## config.mk

```make
export PLATFORM = sky130hd
export DESIGN_NAME = neo_pattern_gen
export DESIGN_NICKNAME = d
export VERILOG_FILES = /design/src/rtl/neo_pattern_gen.sv
export SDC_FILE = /design/constraint.sdc
export NUM_CORES = 1
export LEC_CHECK = 0
export ABC_CLOCK_PERIOD_IN_PS = 9200
export CORE_MARGIN = 2
export CORE_UTILIZATION = 35
export DETAILED_ROUTE_END_ITERATION = 10
export GPL_TIMING_DRIVEN = 1
export PLACE_DENSITY_LB_ADDON = 0.1
export SLEW_MARGIN = 10
export SYNTH_ARGS = -nofsm -noshare
export SYNTH_HDL_FRONTEND = slang
export SYNTH_SLANG_ARGS = --single-unit
```

## constraint.sdc

```tcl
create_clock -name clock -period 9.2 [get_ports clock]
set_input_delay 2.3 -clock clock [delete_from_list [all_inputs] [get_ports clock]]
set_output_delay 2.3 -clock clock [all_outputs]
set_load 0.01 [all_outputs]
```

## src/rtl/neo_pattern_gen.sv

```systemverilog
// neo_pattern_gen: loads every colour byte of a NeoPixel frame, requests a send, idles a gap.
// Optional brightness right-shift by dim_shift when DIM_EN is defined.
module neo_pattern_gen #(
    parameter int NUM_PIXELS = 8,
    parameter int COLOR_W    = 8,
    parameter int PIX_W      = $clog2(NUM_PIXELS),
    parameter int GAP_W      = 16
) (
    input  logic               clock,
    input  logic               reset,
    input  logic               enable,
    input  logic [1:0]         mode,
    input  logic [COLOR_W-1:0] base_level,
    input  logic [GAP_W-1:0]   gap_cycles,
    input  logic [2:0]         dim_shift,
    input  logic               ready_to_load,
    input  logic               ready_to_send,
    output logic [PIX_W-1:0]   pixel_index,
    output logic [1:0]         color_index,
    output logic [COLOR_W-1:0] color_level,
    output logic               load_color,
    output logic               send_it,
    output logic               frame_done,
    output logic [15:0]        phase
);

    typedef enum logic [1:0] {IDLE, LOAD, SENDWAIT, GAP} state_t;

    state_t             state;
    state_t             state_nx;
    logic [1:0]         mode_q;
    logic [COLOR_W-1:0] base_q;
    logic [PIX_W-1:0]   pix_cnt;
    logic [1:0]         col_cnt;
    logic [GAP_W-1:0]   gap_cnt;
    logic [15:0]        phase_q;

    logic take_load;
    logic last_write;
    logic take_send;
    logic gap_done;
    logic frame_start;

    assign take_load   = (state == LOAD) && ready_to_load;
    assign last_write  = take_load && (pix_cnt == PIX_W'(NUM_PIXELS - 1))
                         && (col_cnt == 2'd2);
    assign take_send   = (state == SENDWAIT) && ready_to_send;
    assign gap_done    = (state == GAP) && (gap_cnt == '0);
    assign frame_start = enable && ((state == IDLE) || gap_done);

    always_ff @(posedge clock or posedge reset) begin
        if (reset) begin
            state <= IDLE;
        end else begin
            state <= state_nx;
        end
    end

    always_comb begin
        state_nx = state;
        unique case (state)
            IDLE:     if (enable) state_nx = LOAD;
            LOAD:     if (last_write) state_nx = SENDWAIT;
            SENDWAIT: if (ready_to_send) state_nx = GAP;
            GAP:      if (gap_cnt == '0) state_nx = enable ? LOAD : IDLE;
            default:  state_nx = IDLE;
        endcase
    end

    // Frame settings are captured only at frame start.
    always_ff @(posedge clock or posedge reset) begin
        if (reset) begin
            mode_q  <= '0;
            base_q  <= '0;
            pix_cnt <= '0;
            col_cnt <= '0;
            gap_cnt <= '0;
            phase_q <= '0;
        end else begin
            if (frame_start) begin
                mode_q  <= mode;
                base_q  <= base_level;
                pix_cnt <= '0;
                col_cnt <= '0;
            end else if (take_load) begin
                if (col_cnt == 2'd2) begin
                    col_cnt <= '0;
                    pix_cnt <= pix_cnt + PIX_W'(1);
                end else begin
                    col_cnt <= col_cnt + 2'd1;
                end
            end
            if (take_send) begin
                gap_cnt <= gap_cycles;
            end else if ((state == GAP) && (gap_cnt != '0)) begin
                gap_cnt <= gap_cnt - GAP_W'(1);
            end
            if (gap_done) begin
                phase_q <= phase_q + 16'd1;
            end
        end
    end

    logic               chase_hit;
    logic [COLOR_W-1:0] ramp_lvl;
    logic [COLOR_W-1:0] pat_lvl;
    logic [COLOR_W-1:0] out_lvl;

    assign chase_hit = (32'(pix_cnt) == (32'(phase_q) % 32'(NUM_PIXELS)))
                       && (32'(col_cnt) == (32'(phase_q) % 32'd3));
    assign ramp_lvl  = base_q + COLOR_W'({pix_cnt, 3'b000})
                       + COLOR_W'({col_cnt, 5'b00000}) + COLOR_W'(phase_q);

    always_comb begin
        pat_lvl = '0;
        unique case (mode_q)
            2'd0: pat_lvl = base_q;
            2'd1: if (chase_hit) pat_lvl = base_q;
            2'd2: pat_lvl = ramp_lvl;
            2'd3: if (!phase_q[0]) pat_lvl = base_q;
            default: pat_lvl = '0;
        endcase
    end

`ifdef DIM_EN
    assign out_lvl = (32'(dim_shift) >= COLOR_W) ? '0 : (pat_lvl >> dim_shift);
`else
    logic dim_unused;
    assign dim_unused = ^dim_shift;
    assign out_lvl    = pat_lvl;
`endif

    logic               load_d;
    logic               send_d;
    logic [PIX_W-1:0]   pix_d;
    logic [1:0]         col_d;
    logic [COLOR_W-1:0] lvl_d;

    always_comb begin
        load_d = take_load;
        send_d = take_send;
        pix_d  = '0;
        col_d  = '0;
        lvl_d  = '0;
        if (take_load) begin
            pix_d = pix_cnt;
            col_d = col_cnt;
            lvl_d = out_lvl;
        end
    end

    always_ff @(posedge clock or posedge reset) begin
        if (reset) begin
            load_color  <= 1'b0;
            send_it     <= 1'b0;
            frame_done  <= 1'b0;
            pixel_index <= '0;
            color_index <= '0;
            color_level <= '0;
        end else begin
            load_color  <= load_d;
            send_it     <= send_d;
            frame_done  <= send_d;
            pixel_index <= pix_d;
            color_index <= col_d;
            color_level <= lvl_d;
        end
    end

    assign phase = phase_q;

endmodule

```

; After elaboration in Yosys (flattened, before gate mapping)
; Index checks and enable logic that the tools add are counted.
[op_classes]
div_mod_pow = 1
n_reduce_logical = 18
n_mux = 20
eq_ne = 14
n_addsub = 7
[ops]
columns = operator, n
row1 = $eq A2 B32 Y1, 1
row2 = $mod A16 B2 Y32 const B, 1
row3 = $mux W16, 2
row4 = $pmux W8 S4, 1
row5 = $mux W8, 3
row6 = $add A16 B1 Y16 const B, 1
row7 = $logic_not A16 Y1, 1
row8 = $mux W2, 8
row9 = $reduce_bool A16 Y1, 1
row10 = $sub A16 B1 Y16 const B, 1
row11 = $mux W3, 4
row12 = $eq A2 B2 Y1 const B, 5
row13 = $add A8 B6 Y8, 1
row14 = $add A8 B7 Y8, 1
row15 = $add A8 B8 Y8, 1
row16 = $logic_and A1 B1 Y1, 8
row17 = $ne A2 B2 Y1 const B, 4
row18 = $pmux W2 S4, 1
row19 = $reduce_bool A2 Y1, 3
row20 = $eq A2 B1 Y1 const B, 2
row21 = $logic_not A2 Y1, 2
row22 = $reduce_and A4 Y1, 1
row23 = $add A3 B1 Y3 const B, 1
row24 = $eq A3 B3 Y1, 1
row25 = other kinds (5), 5
[totals]
reg_bits = 64
output_inout_bits = 32
word_cells = 72
in_bits = 34

; Logic depth before layout (Yosys ltp)
; Gate-level depths: netlist (run 1).
[logic_depth]
ltp_word = 6
mapped_depth = 34
mapped_depth_nobuf = 29

; Worst setup path after synthesis (run 1)
; Ideal clock, no wire load.
[synth_timing]
path_kind = register to register
start = register phase_q[14] (netlist: phase[14])
end = register color_level[0]
stages_incl_launch_ff = 34
path_buffers = 4
arrival_time_ns = 7.451
setup_ns = 0.078
t_required_ns = 9.122
setup_slack_ns = 1.670
path_cell_list = dfrtp_1 -> buf_2 -> clkbuf_1 -> ha_1 -> or3b_1 -> a21oi_2 -> or3_1 -> buf_4 -> o211ai_2 -> nor3_4 -> mux2i_1 -> and2_1 -> and4b_1 -> o21ai_1 -> a311oi_4 -> or2_2 -> nor4_1 -> a221oi_4 -> or2_1 -> buf_6 -> a31oi_1 -> nand3_2 -> ha_1 -> a2111o_1 -> a311oi_1 -> o31a_2 -> xnor2_1 -> ha_1 -> xor2_1 -> nor2_1 -> nand3_1 -> a2bb2oi_1 -> a311oi_4 -> o2bb2ai_1
[synth_via]
elab_chain_cells = 6
[synth_lines]
columns = item, line_no
row1 = from (decl), 36  ; logic [15:0] phase_q;
row2 = from (signal assigned), 99  ; phase_q <= phase_q + 16'd1;
row3 = $mod A16 B2 Y32, 110  ; && (32'(col_cnt) == (32'(phase_q) % 32'd3));
row4 = $eq A2 B32 Y1, 110
row5 = $logic_and A1 B1 Y1, 110
row6 = $mux W8, 118  ; 2'd1: if (chase_hit) pat_lvl = base_q;
row7 = $pmux W8 S4, 116  ; unique case (mode_q)
row8 = $mux W8, 145  ; if (take_load) begin
row9 = via lvl_d[0], 137  ; logic [COLOR_W-1:0] lvl_d;
row10 = to (signal assigned), 166  ; color_level <= lvl_d;
row11 = to (decl), 20  ; output logic [COLOR_W-1:0] color_level,
; The timed path passes the listed nets, and every way through them passes these cells.
; A chain may end at the register's enable or synchronous reset.

; Worst setup path in the final report (run 1)
[layout_timing]
start = register phase_q[15] (netlist: phase[15])
end = register color_level[3]
; The elaborated chain is that of the path after synthesis.

==> results of run 1 <==
[per-layer routing]
layer,GRT usage,up-vias,share of wire
li1,-,3242,-
met1,0.2855,3102,0.49
met2,0.3160,159,0.46
met3,0.03675,27,0.038
met4,0.04394,0,0.016
met5,0,-,0
[power by group through the flow]
stage	Clock [uW]	Sequential (uW)	Combinational, uW
after floorplan	0	442	325
after global placement	0	471	418
after detailed placement	0	472	421
after CTS	389	468	424
after global routing	402	484	489
final	380	466	417
[flip-flops by register name, indices dropped and copies added (netlist names)]
signal,count
base_q,8
col_cnt,2
color_index,2
color_level,8
frame_done,1
gap_cnt,16
load_color,1
mode_q,2
phase,16
pix_cnt,3
pixel_index,3
state,2
[metrics by stage]
| step | std cells | power [uW] | hold slack [ns] | utilization | area [um2] |
|---|---|---|---|---|---|
| floorplan | 851 | 767.4 | 0.5147 | - | 6879 |
| global placement | 1140 | 889.2 | 0.5763 | 0.3963 | 7689 |
| detailed placement | 1140 | 893.6 | 0.5771 | 0.3963 | 7689 |
| CTS | 1156 | 1280 | 0.5923 | 0.4135 | 8021 |
| global route | 1156 | 1374 | 0.6264 | 0.4145 | 8040 |
| finish | 1156 | 1262 | 0.5778 | 0.4145 | 8040 |
[cell type report]
type | instances | area (um2) | area share
clock buffer | 12 | 256.5 | 0.03190
clock inverter | 4 | 76.32 | 0.009493
inverter | 33 | 123.9 | 0.01541
multi-input combinational | 708 | 4967 | 0.6178
sequential | 64 | 1604 | 0.1995
tap | 265 | 331.6 | 0.04124
timing repair buffer | 70 | 680.7 | 0.08466
[placed cells by master, fill, tap and decap left out, types with 14 or more instances in the layout]
cell type,instances
sky130_fd_sc_hd__dfrtp_1,62
sky130_fd_sc_hd__a21oi_1,38
sky130_fd_sc_hd__xnor2_1,40
sky130_fd_sc_hd__and3_1,14
sky130_fd_sc_hd__nand3_1,33
sky130_fd_sc_hd__xor2_1,25
sky130_fd_sc_hd__nor3_1,36
sky130_fd_sc_hd__o21ai_0,57
sky130_fd_sc_hd__nand2_1,88
sky130_fd_sc_hd__ha_1,28
sky130_fd_sc_hd__nor2_1,68
sky130_fd_sc_hd__clkdlybuf4s50_1,62
sky130_fd_sc_hd__inv_1,31
[how the worst max path moves through the flow]
stage                          startpoint                       end  slack, ns  cells past startpoint
detailed placement  phase[15]$_DFFE_PP0P_  color_level[3]$_DFF_PP0_       0.62                     29
finish              phase[15]$_DFFE_PP0P_  color_level[3]$_DFF_PP0_       0.65                     29
global route        phase[15]$_DFFE_PP0P_  color_level[1]$_DFF_PP0_       0.08                     29
global placement    phase[14]$_DFFE_PP0P_  color_level[3]$_DFF_PP0_       0.60                     29
CTS                 phase[15]$_DFFE_PP0P_  color_level[3]$_DFF_PP0_       0.55                     29
floorplan           phase[14]$_DFFE_PP0P_  color_level[0]$_DFF_PP0_       1.67                     33
[cell families after synthesis]
group / after synthesis / synth area share
xor+xnor: 66 / 0.08512
fa+ha+maj: 34 / 0.06839
flops: 64 / 0.2328
buf+inv: 79 / 0.04783
mux: 19 / 0.02983
simple gates: 330 / 0.2490
compound gates: 259 / 0.2870
[worst reg2reg max path: cells and delay by family, from the launching register on]
family                   cells  cell delay, ns
AO/OA/AOI/OAI               12            3.03
XOR/XNOR                     2            0.28
adder cells (fa/ha/maj)      3            1.04
flip-flops                   1            0.52
multiplexers                 1            0.37
AND/OR/NAND/NOR             11            3.25
[timing repair]
action | 4_1_cts | 5_1_grt
hold buffers | 0 | 0
setup endpoints to repair | 0 | 8
resized for setup | 0 | 4
==> summary.md, run 1 <==
| Metric | Value |
|---|---|
| Standard cell core area | `19,400 um2` |
| Number of enable-type register cells in the synthesized netlist | `0` |
| Sort of element at the end of the critical path | `flip-flop` |
| Congestion Overflow GR | `0` |
| DRC errors left | `0` |
| Maximum clock path buffer count | `2` |
| Detailed placement HPWL | `roughly 15 mm` |
| Switching power | `432.6 uW` |
| Total number of clock tree sinks | `64` |
| Number of buffers and inverters on the critical path | `0` |
| Cell type with the highest aggregate area in the netlist | `sky130_fd_sc_hd__dfrtp_1` |
| Post-CTS Repair Setup Buffers | `0` |
| CTS clock-pin slew for the worst setup and hold paths | `around 0.060 ns` |
| Initial standard-cell utilization of the core | `0.3546` |
| Post-synthesis register bit count | `64` |
| Worst hold endpoint | `gap_cnt[14]$_DFFE_PP0P_` |
| Class of the tightest hold or removal check | `reg -> reg` |
| Data required time of the worst path | `approximately 9.4 ns` |
| Count of buffers inserted at the top-level ports | `62` |
| Worst voltage drop across the vdd grid | `0.1441 mV` |
| Clock period minus final worst setup slack | `8.552 ns` |
| Setup repair after global routing missed its margin | `false` |
| Top-area cell type share of the netlist area | `0.2328` |
| Portion of the clock cycle consumed by the worst path in the final layout | `0.9296` |
| Max-capacitance violation count | `0` |
| Internal power summed over all cells | `slightly above 800 uW` |
| Clock insertion delay at the later pin of the skew report | `0.33 ns` |
| Number of nets in the finished design | `approximately 950` |
| Capturing point of the worst reg2reg path | `color_level[3]$_DFF_PP0_` |
| Share of flip-flops with an asynchronous set or reset | `1.000` |
| Synth Area per Inst | `about 8 um2` |
| Total number of placement rows | `51` |
| Vertical extent of the die | `~140 um` |
| Startpoint of the worst-slack reg-to-reg timing path | `phase[15]$_DFFE_PP0P_` |
| Layout cell share with drive strength beyond 1 | `0.09315` |
| Starting DRT DRC Count | `about 440` |
| Power per Cell Area | `157.0 nW/um2` |
| Number of warnings printed during yosys synthesis | `0` |
| Top area cells in the synthesized netlist | `sky130_fd_sc_hd__dfrtp_1 (23%), sky130_fd_sc_hd__ha_1 (5.1%), sky130_fd_sc_hd__xnor2_1 (5.1%)` |
| Layout overhead on the synthesized area | `16.88%` |
| Number of standard cells after synthesis | `between 800 and 900` |
| Number of global-route vias before repair | `between 6,000 and 7,000` |
| Largest fanout on the critical path | `16` |
| FF-to-FF setup slack | `0.65 ns` |
| Sequential power share | `0.369` |
| Most numerous cell in the Yosys netlist | `sky130_fd_sc_hd__nand2_1` |
| Total wire length | `roughly 20 mm` |
| Wire length of the first global-routing pass | `roughly 33 mm` |
| Post-Syn Area | `slightly below 7000 um2` |
| Final Skew | `between 0.006 and 0.007 ns` |
| Routability-driven placement congestion ratio | `0.9040` |
| Crit start category | `flip-flop` |
| Outcome | `finished clean` |
| Post-DR vias/cell | `5.649` |
| Hold_sp | `gap_cnt[14]$_DFFE_PP0P_` |
| Net switching fraction of the power | `0.3428` |
| Clock root cell | `sky130_fd_sc_hd__clkbuf_16` |
| Final Worst Setup Slack | `0.6480 ns` |
| Tot GR Track Use | `0.2002` |
| Final Slew Violations | `0` |
| Antenna-violating nets left | `0` |
| Boundary Pins | `66` |
| Primary FF master, synth | `sky130_fd_sc_hd__dfrtp_1` |
| Endpoint arrival time on the critical path | `a little under 9 ns` |
| Clock tree from TritonCTS | `done` |
| Setup TNS after final layout | `0 ns` |
| Routed wire per std cell | `between 15 and 20 um` |
| Top Family by Delay on Critical Path | `simple AND/OR/NAND/NOR gates` |
| Part of the power in combinational logic | `0.330` |
| Worst path slowest cell | `sky130_fd_sc_hd__dfrtp_2` |
| Tightest Pin Transition | `around 0.97 ns` |
| Dominant cell type by count on the critical path | `sky130_fd_sc_hd__ha_1` |
| Die Outline Area | `between 20,000 and 25,000 um2` |
| Width of the die | `about 140 um` |
| Count of cells along the worst hold path | `2` |
| Count of antenna diodes in the layout | `0` |
| Maximum number of pins on one net before global-route repair | `65` |
| Number of distinct library cells after synthesis | `102` |
| Final-report setup violation count | `0` |
| Max Freq | `around 120 MHz` |
| # H-tree levels | `3` |
| Total via count in the routed design | `6,530` |
| Top cells by instance count after synthesis | `sky130_fd_sc_hd__nand2_1 (88), sky130_fd_sc_hd__nor2_1 (69), sky130_fd_sc_hd__dfrtp_1 (64), sky130_fd_sc_hd__o21ai_0 (57), sky130_fd_sc_hd__xnor2_1 (40)` |
| Final number of hold-violating endpoints | `0` |
| Number of clock buffers inserted by TritonCTS | `9` |
| Number of antenna violations at the first check in global routing | `0` |
| Cell count of the worst reg-to-reg path | `29` |
| Maximum cell stage delay along the critical path | `0.52 ns` |
| Clock group share of total power | `0.301` |
| Headroom to the max-slew limit | `0.3554` |
| Number of iterations in the first detailed-routing pass | `5` |
| Sequential area share after synthesis | `0.2328` |
| Post-placement setup slack | `about 0.62 ns` |
| Synth Net Count | `approximately 920` |
| Start-to-end type of the worst setup path | `reg -> reg` |
| Fillers | `approximately 2,100` |
| Leak | `approximately 0.0032 uW` |
No activity file was read; power rests on OpenSTA's default activity.
==> inputs of run 2 (changes only) <==
==> constraint.sdc (replaced) <==
create_clock -name clock -period 9.2 [get_ports clock]
set_input_delay 0.92 -clock clock [delete_from_list [all_inputs] [get_ports clock]]
set_output_delay 0.92 -clock clock [all_outputs]
set_load 0.01 [all_outputs]
==> run 2 against run 1 <==
Utilization down 0.21 points. Critical endpoint unchanged. Combinational power about the same. Via count up 0.60%. Clock skew down 0.00063 ns.
==> summary.md, run 2 (synthesis gave the netlist of run 1 again) <==
| Metric | Value |
|---|---|
| Number of buffers and inverters on the critical path | `0` |
| Vertical extent of the die | `between 100 and 150 um` |
| Maximum number of pins on one net before global-route repair | `65` |
| Number of nets in the finished design | `between 900 and 1,000` |
| Total power draw | `about 1200 uW` |
| Largest fanout on the critical path | `16` |
| Width of the die | `between 100 and 150 um` |
| Layout cell share with drive strength beyond 1 | `0.09315` |
| FF-to-FF setup slack | `0.70 ns` |
| Max Freq | `117.6 MHz` |
| Count of cells along the worst hold path | `2` |
| Worst voltage drop across the vdd grid | `around 0.11 mV` |
| Number of global-route vias before repair | `between 6,000 and 7,000` |
| Worst path slowest cell | `sky130_fd_sc_hd__dfrtp_2` |
| Max-capacitance violation count | `0` |
| Number of iterations in the first detailed-routing pass | `5` |
| Class of the tightest hold or removal check | `reg -> reg` |
| Starting DRT DRC Count | `430` |
| Endpoint arrival time on the critical path | `8.75 ns` |
| Stages on the worst setup path | `29` |
| Maximum cell stage delay along the critical path | `roughly 0.52 ns` |
| Total wire length | `between 20 and 25 mm` |
| Clock period minus final worst setup slack | `8.504 ns` |
| Power per Cell Area | `154.5 nW/um2` |
| Final Slew Violations | `0` |
| Post-DR vias/cell | `between 5 and 6` |
| Clock root cell | `sky130_fd_sc_hd__clkbuf_16` |
| Standard cell core area | `between 15,000 and 20,000 um2` |
| Hold_ws | `between 0.5 and 0.6 ns` |
| Start-to-end type of the worst setup path | `reg -> reg` |
| Final Worst Setup Slack | `0.6962 ns` |
| Number of antenna violations at the first check in global routing | `0` |
| Most common library cell in the layout ignoring fill and taps | `sky130_fd_sc_hd__nand2_1` |
| Count of antenna diodes in the layout | `0` |
| Commonest cells after routing, fill and taps aside | `sky130_fd_sc_hd__nand2_1 (88), sky130_fd_sc_hd__nor2_1 (68), sky130_fd_sc_hd__dfrtp_1 (62), sky130_fd_sc_hd__clkdlybuf4s50_1 (62), sky130_fd_sc_hd__o21ai_0 (57)` |
| Leak | `~0.0032 uW` |
| Setup repair after global routing missed its margin | `false` |
| Tightest Pin Transition | `0.9697 ns` |
| Outcome | `finished clean` |
| DRC errors left | `0` |
| Post-CTS Repair Setup Buffers | `0` |
| Dominant cell type by count on the critical path | `sky130_fd_sc_hd__ha_1` |
| Final Skew | `0.006261 ns` |
| Layout overhead on the synthesized area | `16.30%` |
| CTS clock-pin slew for the worst setup and hold paths | `approximately 0.060 ns` |
| Antenna-violating nets left | `0` |
| Detailed placement HPWL | `~15 mm` |
| Boundary Pins | `66` |
| Congestion Overflow GR | `0` |
| Headroom to the max-slew limit | `0.3535` |
| Fillers | `2,029` |
| Initial standard-cell utilization of the core | `0.3546` |
| Routability-driven placement congestion ratio | `roughly 0.9` |
| Cell count of the worst reg-to-reg path | `29` |
| Die Outline Area | `20,790 um2` |
| Final number of hold-violating endpoints | `0` |
| Maximum clock path buffer count | `2` |
| Clock tree from TritonCTS | `done` |
| Final-report setup violation count | `0` |
| Total via count in the routed design | `~6,600` |
| Setup TNS after final layout | `0 ns` |
| Total number of clock tree sinks | `between 60 and 70` |
| Crit start category | `flip-flop` |
| Wire length of the first global-routing pass | `approximately 33 mm` |
| Area of placed instances | `between 7000 and 8000 um2` |
| Count of buffers inserted at the top-level ports | `62` |
| Data required time of the worst path | `around 9.4 ns` |
| Tot GR Track Use | `0.1973` |
| Number of clock buffers inserted by TritonCTS | `9` |
| Cell area after layout | `around 8000 um2` |
| Post-placement setup slack | `between 0.6 and 0.7 ns` |
| Portion of the clock cycle consumed by the worst path in the final layout | `0.9243` |
| Total number of placement rows | `51` |
| # H-tree levels | `3` |
| Top Family by Delay on Critical Path | `compound AO/OA/AOI/OAI gates` |
| Sort of element at the end of the critical path | `flip-flop` |
| Clock insertion delay at the later pin of the skew report | `roughly 0.33 ns` |
| Routed wire per std cell | `around 17 um` |
## run 2: where the power goes
group / switching (uW) / internal [uW] / leakage, uW / total, uW
combinational: 208 / 212 / 0.00221 / 420
clock: 127 / 224 / 0.000141 / 351
sequential: 99.5 / 365 / 0.000831 / 465
## run 2: through the flow
step,utilization,std cells
2_1_floorplan,-,851
3_3_place_gp,0.3963,1140
3_5_place_dp,0.3963,1140
4_1_cts,0.4123,1156
5_1_grt,0.4124,1156
6_report,0.4124,1156
## run 2: cell type report
| cell class | instances | area (um2) | area share |
|---|---|---|---|
| Multi-Input combinational cell | 708 | 4951 | 0.6189 |
| Clock buffer | 12 | 256.5 | 0.03206 |
| Clock inverter | 4 | 52.55 | 0.006569 |
| Inverter | 33 | 123.9 | 0.01548 |
| Sequential cell | 64 | 1604 | 0.2005 |
| Tap cell | 265 | 331.6 | 0.04145 |
| Timing Repair Buffer | 70 | 680.7 | 0.08508 |
## run 2: final timing paths
path	start	end
setup / recovery	phase[15]$_DFFE_PP0P_	color_level[3]$_DFF_PP0_
hold / removal	gap_cnt[14]$_DFFE_PP0P_	gap_cnt[14]$_DFFE_PP0P_
setup reg to reg	phase[15]$_DFFE_PP0P_	color_level[3]$_DFF_PP0_
hold reg to reg	gap_cnt[14]$_DFFE_PP0P_	gap_cnt[14]$_DFFE_PP0P_
max in group asynchronous	reset	phase[14]$_DFFE_PP0P_
min in group asynchronous	reset	frame_done$_DFF_PP0_
## run 2: worst register-to-register path, delay by kind of cell (launching register included)
family,cells,cell delay (ns)
AND/OR/NAND/NOR,10,2.71
XOR/XNOR,2,0.28
AO/OA/AOI/OAI,13,3.54
adder cells (fa/ha/maj),3,1.01
flip-flops,1,0.52
multiplexers,1,0.38
## run 2: repair_timing
action / 4_1_cts / 5_1_grt
setup endpoints to repair: 0 / 8
hold buffers: 0 / 0
gates resized for setup: 0 / 2
## run 2: metal layers
metal | GRT usage | up-vias | routed length, um
met4 | 0.04548 | 0 | 307
met5 | 0 | - | 0
met1 | 0.2744 | 3123 | 9607
li1 | - | 3254 | -
met2 | 0.3221 | 163 | 9362
met3 | 0.03212 | 29 | 847
==> inputs of run 3 (changes only) <==
- CORE_ASPECT_RATIO: not set -> 1.25
- CORE_UTILIZATION: 35 -> 59
==> run 3 against run 2 <==
Clock-buffer cell count down 2. Highest routed layer unchanged. Clock skew about the same. Final area is 1.6% lower. Flip-flop and latch count did not move. Cell count fell by 11%. Non-clock buffer count unchanged. Die area shrank 40%. Critical endpoint is now color_level[1]$_DFF_PP0_. Via count up 6.2%. Critical path depth unchanged. Global-route usage is 12 points higher. Worst setup slack lost 0.10 ns.
==> summary.md, run 3 (synthesis gave the netlist of run 1 again) <==
| Metric | Value |
|---|---|
| Clock root cell | `sky130_fd_sc_hd__clkbuf_16` |
| Sort of element at the end of the critical path | `flip-flop` |
| DRC errors left | `0` |
| CTS clock-pin slew for the worst setup and hold paths | `around 0.060 ns` |
| Final Skew | `between 0.005 and 0.006 ns` |
| Detailed placement HPWL | `roughly 14 mm` |
| Worst voltage drop across the vdd grid | `0.2063 mV` |
| Number of global-route vias before repair | `about 7,000` |
| Final-report setup violation count | `0` |
| Area of placed instances | `approximately 7500 um2` |
| Headroom to the max-slew limit | `0.3872` |
| Tightest Pin Transition | `around 0.9 ns` |
| Boundary Pins | `66` |
| Cell area after layout | `between 7000 and 8000 um2` |
| Fin cells | `slightly above 1,000` |
| Data required time of the worst path | `between 9 and 10 ns` |
| Maximum clock path buffer count | `2` |
| Number of antenna violations at the first check in global routing | `0` |
| Post-CTS Repair Setup Buffers | `0` |
| Detail Route met3 WL | `1.100 mm` |
| Maximum cell stage delay along the critical path | `~0.52 ns` |
| Clock tree from TritonCTS | `done` |
| Setup TNS after final layout | `0 ns` |
| Worst path slowest cell | `sky130_fd_sc_hd__a311oi_4` |
| Layout cell share with drive strength beyond 1 | `0.09540` |
| Routed wire per std cell | `about 19 um` |
| Most common library cell in the layout ignoring fill and taps | `sky130_fd_sc_hd__nand2_1` |
| Count of antenna diodes in the layout | `0` |
| # H-tree levels | `3` |
| Endpoint arrival time on the critical path | `8.85 ns` |
| Commonest cells after routing, fill and taps aside | `sky130_fd_sc_hd__nand2_1 (88), sky130_fd_sc_hd__nor2_1 (68), sky130_fd_sc_hd__dfrtp_1 (62), sky130_fd_sc_hd__clkdlybuf4s50_1 (62), sky130_fd_sc_hd__o21ai_0 (57)` |
| Outcome | `finished clean` |
| Vertical extent of the die | `124.7 um` |
| Area used by sequential logic in the layout | `between 1500 and 2000 um2` |
| Top Family by Delay on Critical Path | `compound AO/OA/AOI/OAI gates` |
| Post-DR vias/cell | `roughly 6.8` |
| Total number of placement rows | `44` |
| Power per Cell Area | `161.9 nW/um2` |
| Count of buffers inserted at the top-level ports | `between 60 and 70` |
| Wire length of the first global-routing pass | `33.02 mm` |
| Fillers | `between 900 and 1,000` |
| Total wire length | `about 20 mm` |
| Routability-driven placement congestion ratio | `between 1 and 1.5` |
| Clock period minus final worst setup slack | `roughly 8.6 ns` |
| Final Slew Violations | `0` |
| Number of iterations in the first detailed-routing pass | `6` |
| Max Freq | `~120 MHz` |
| Highest layer used for signal routing | `met4` |
| Multi-input gate area | `~5000 um2` |
| Tot GR Track Use | `0.3212` |
| Maximum number of pins on one net before global-route repair | `65` |
| Number of cells after detailed placement | `approximately 1,000` |
| Clock insertion delay at the later pin of the skew report | `approximately 0.34 ns` |
| Die Outline Area | `approximately 13,000 um2` |
| Final number of hold-violating endpoints | `0` |
| Number of nets in the finished design | `between 900 and 1,000` |
| Hold_ws | `0.5760 ns` |
| Class of the tightest hold or removal check | `reg -> reg` |
| Starting DRT DRC Count | `780` |
| Number of buffers and inverters on the critical path | `0` |
| Number of clock buffers inserted by TritonCTS | `9` |
| Post-route met1 wirelength | `7.609 mm` |
| Met2 layer wire length in the routed design | `between 10 and 15 mm` |
| Standard cell core area | `around 12,000 um2` |
| Portion of the clock cycle consumed by the worst path in the final layout | `0.9356` |
| Crit start category | `flip-flop` |
| Setup repair after global routing missed its margin | `false` |
| Total via count in the routed design | `6,974` |
| Largest fanout on the critical path | `16` |
| Initial standard-cell utilization of the core | `0.5979` |
| Width of the die | `between 100 and 150 um` |
| Congestion Overflow GR | `0` |
| Layout overhead on the synthesized area | `14.39%` |
| Leak | `around 0.0032 uW` |
| Max-capacitance violation count | `0` |
| Start-to-end type of the worst setup path | `reg -> reg` |
| Antenna-violating nets left | `0` |
| Total number of clock tree sinks | `64` |
==> run 3: cell types whose count changed in the layout (fill, tap and decap cells not counted) <==
| cell | change |
|---|---|
| sky130_fd_sc_hd__o221a_1 | -1 |
| sky130_fd_sc_hd__bufinv_16 | +1 |
| sky130_fd_sc_hd__inv_6 | +1 |
| sky130_fd_sc_hd__o221a_2 | +1 |
| sky130_fd_sc_hd__nor4_1 | -1 |
| sky130_fd_sc_hd__clkinv_4 | +1 |
| sky130_fd_sc_hd__clkinvlp_4 | -1 |
| sky130_fd_sc_hd__nor4_4 | +1 |
| sky130_fd_sc_hd__clkbuf_8 | -2 |
==> run 3: repair_timing <==
action / in CTS / in global routing
endpoints found under the setup margin: 0 / 8
gates resized for setup: 0 / 5
hold buffers: 0 / 0
==> run 3: worst paths after layout <==
check / from / end / slack [ns] / cells past startpoint
max in group asynchronous: reset / phase[15]$_DFFE_PP0P_ / 7.49 / 3
worst max register to register: phase[15]$_DFFE_PP0P_ / color_level[1]$_DFF_PP0_ / 0.59 / 29
min in group asynchronous: reset / color_level[6]$_DFF_PP0_ / 1.13 / 3
worst min-delay path: base_q[2]$_DFFE_PP0P_ / color_level[2]$_DFF_PP0_ / 0.58 / 1
worst max-delay path: phase[15]$_DFFE_PP0P_ / color_level[1]$_DFF_PP0_ / 0.59 / 29
worst min register to register: base_q[2]$_DFFE_PP0P_ / color_level[2]$_DFF_PP0_ / 0.58 / 1
==> run 3: layout make-up <==
| cell class | count | area share |
|---|---|---|
| multi-input cells | 708 | 0.6311 |
| flip-flops and latches | 64 | 0.2038 |
| repair buffers | 70 | 0.08650 |
| clock buffers | 10 | 0.02910 |
| well taps | 138 | 0.02194 |
| inverters | 33 | 0.01574 |
| clock inverters | 6 | 0.01177 |
==> run 3: per-stage QoR <==
step	total power (uW)	worst slack [ns]	utilization
final	1274	0.5921	0.6839
after global routing	1359	0.005525	0.6839
after CTS	1280	0.5118	0.6824
after detailed placement	893.4	0.5398	0.6544
after global placement	869.7	0.7698	0.6544
after floorplan	767.4	1.670	-
==> run 3: where the power goes <==
group / internal, uW / switching, uW / leakage [uW]
Clock: 238 / 131 / 0.000149
Sequential: 365 / 103 / 0.000831
Combinational: 214 / 222 / 0.00221
Total: 818 / 456 / 0.00319
==> run 3: layer usage <==
metal,vias to the layer above,track usage
li1,3241,-
met1,3297,0.3754
met2,348,0.5608
met3,88,0.03816
met4,0,0.1741
met5,-,0
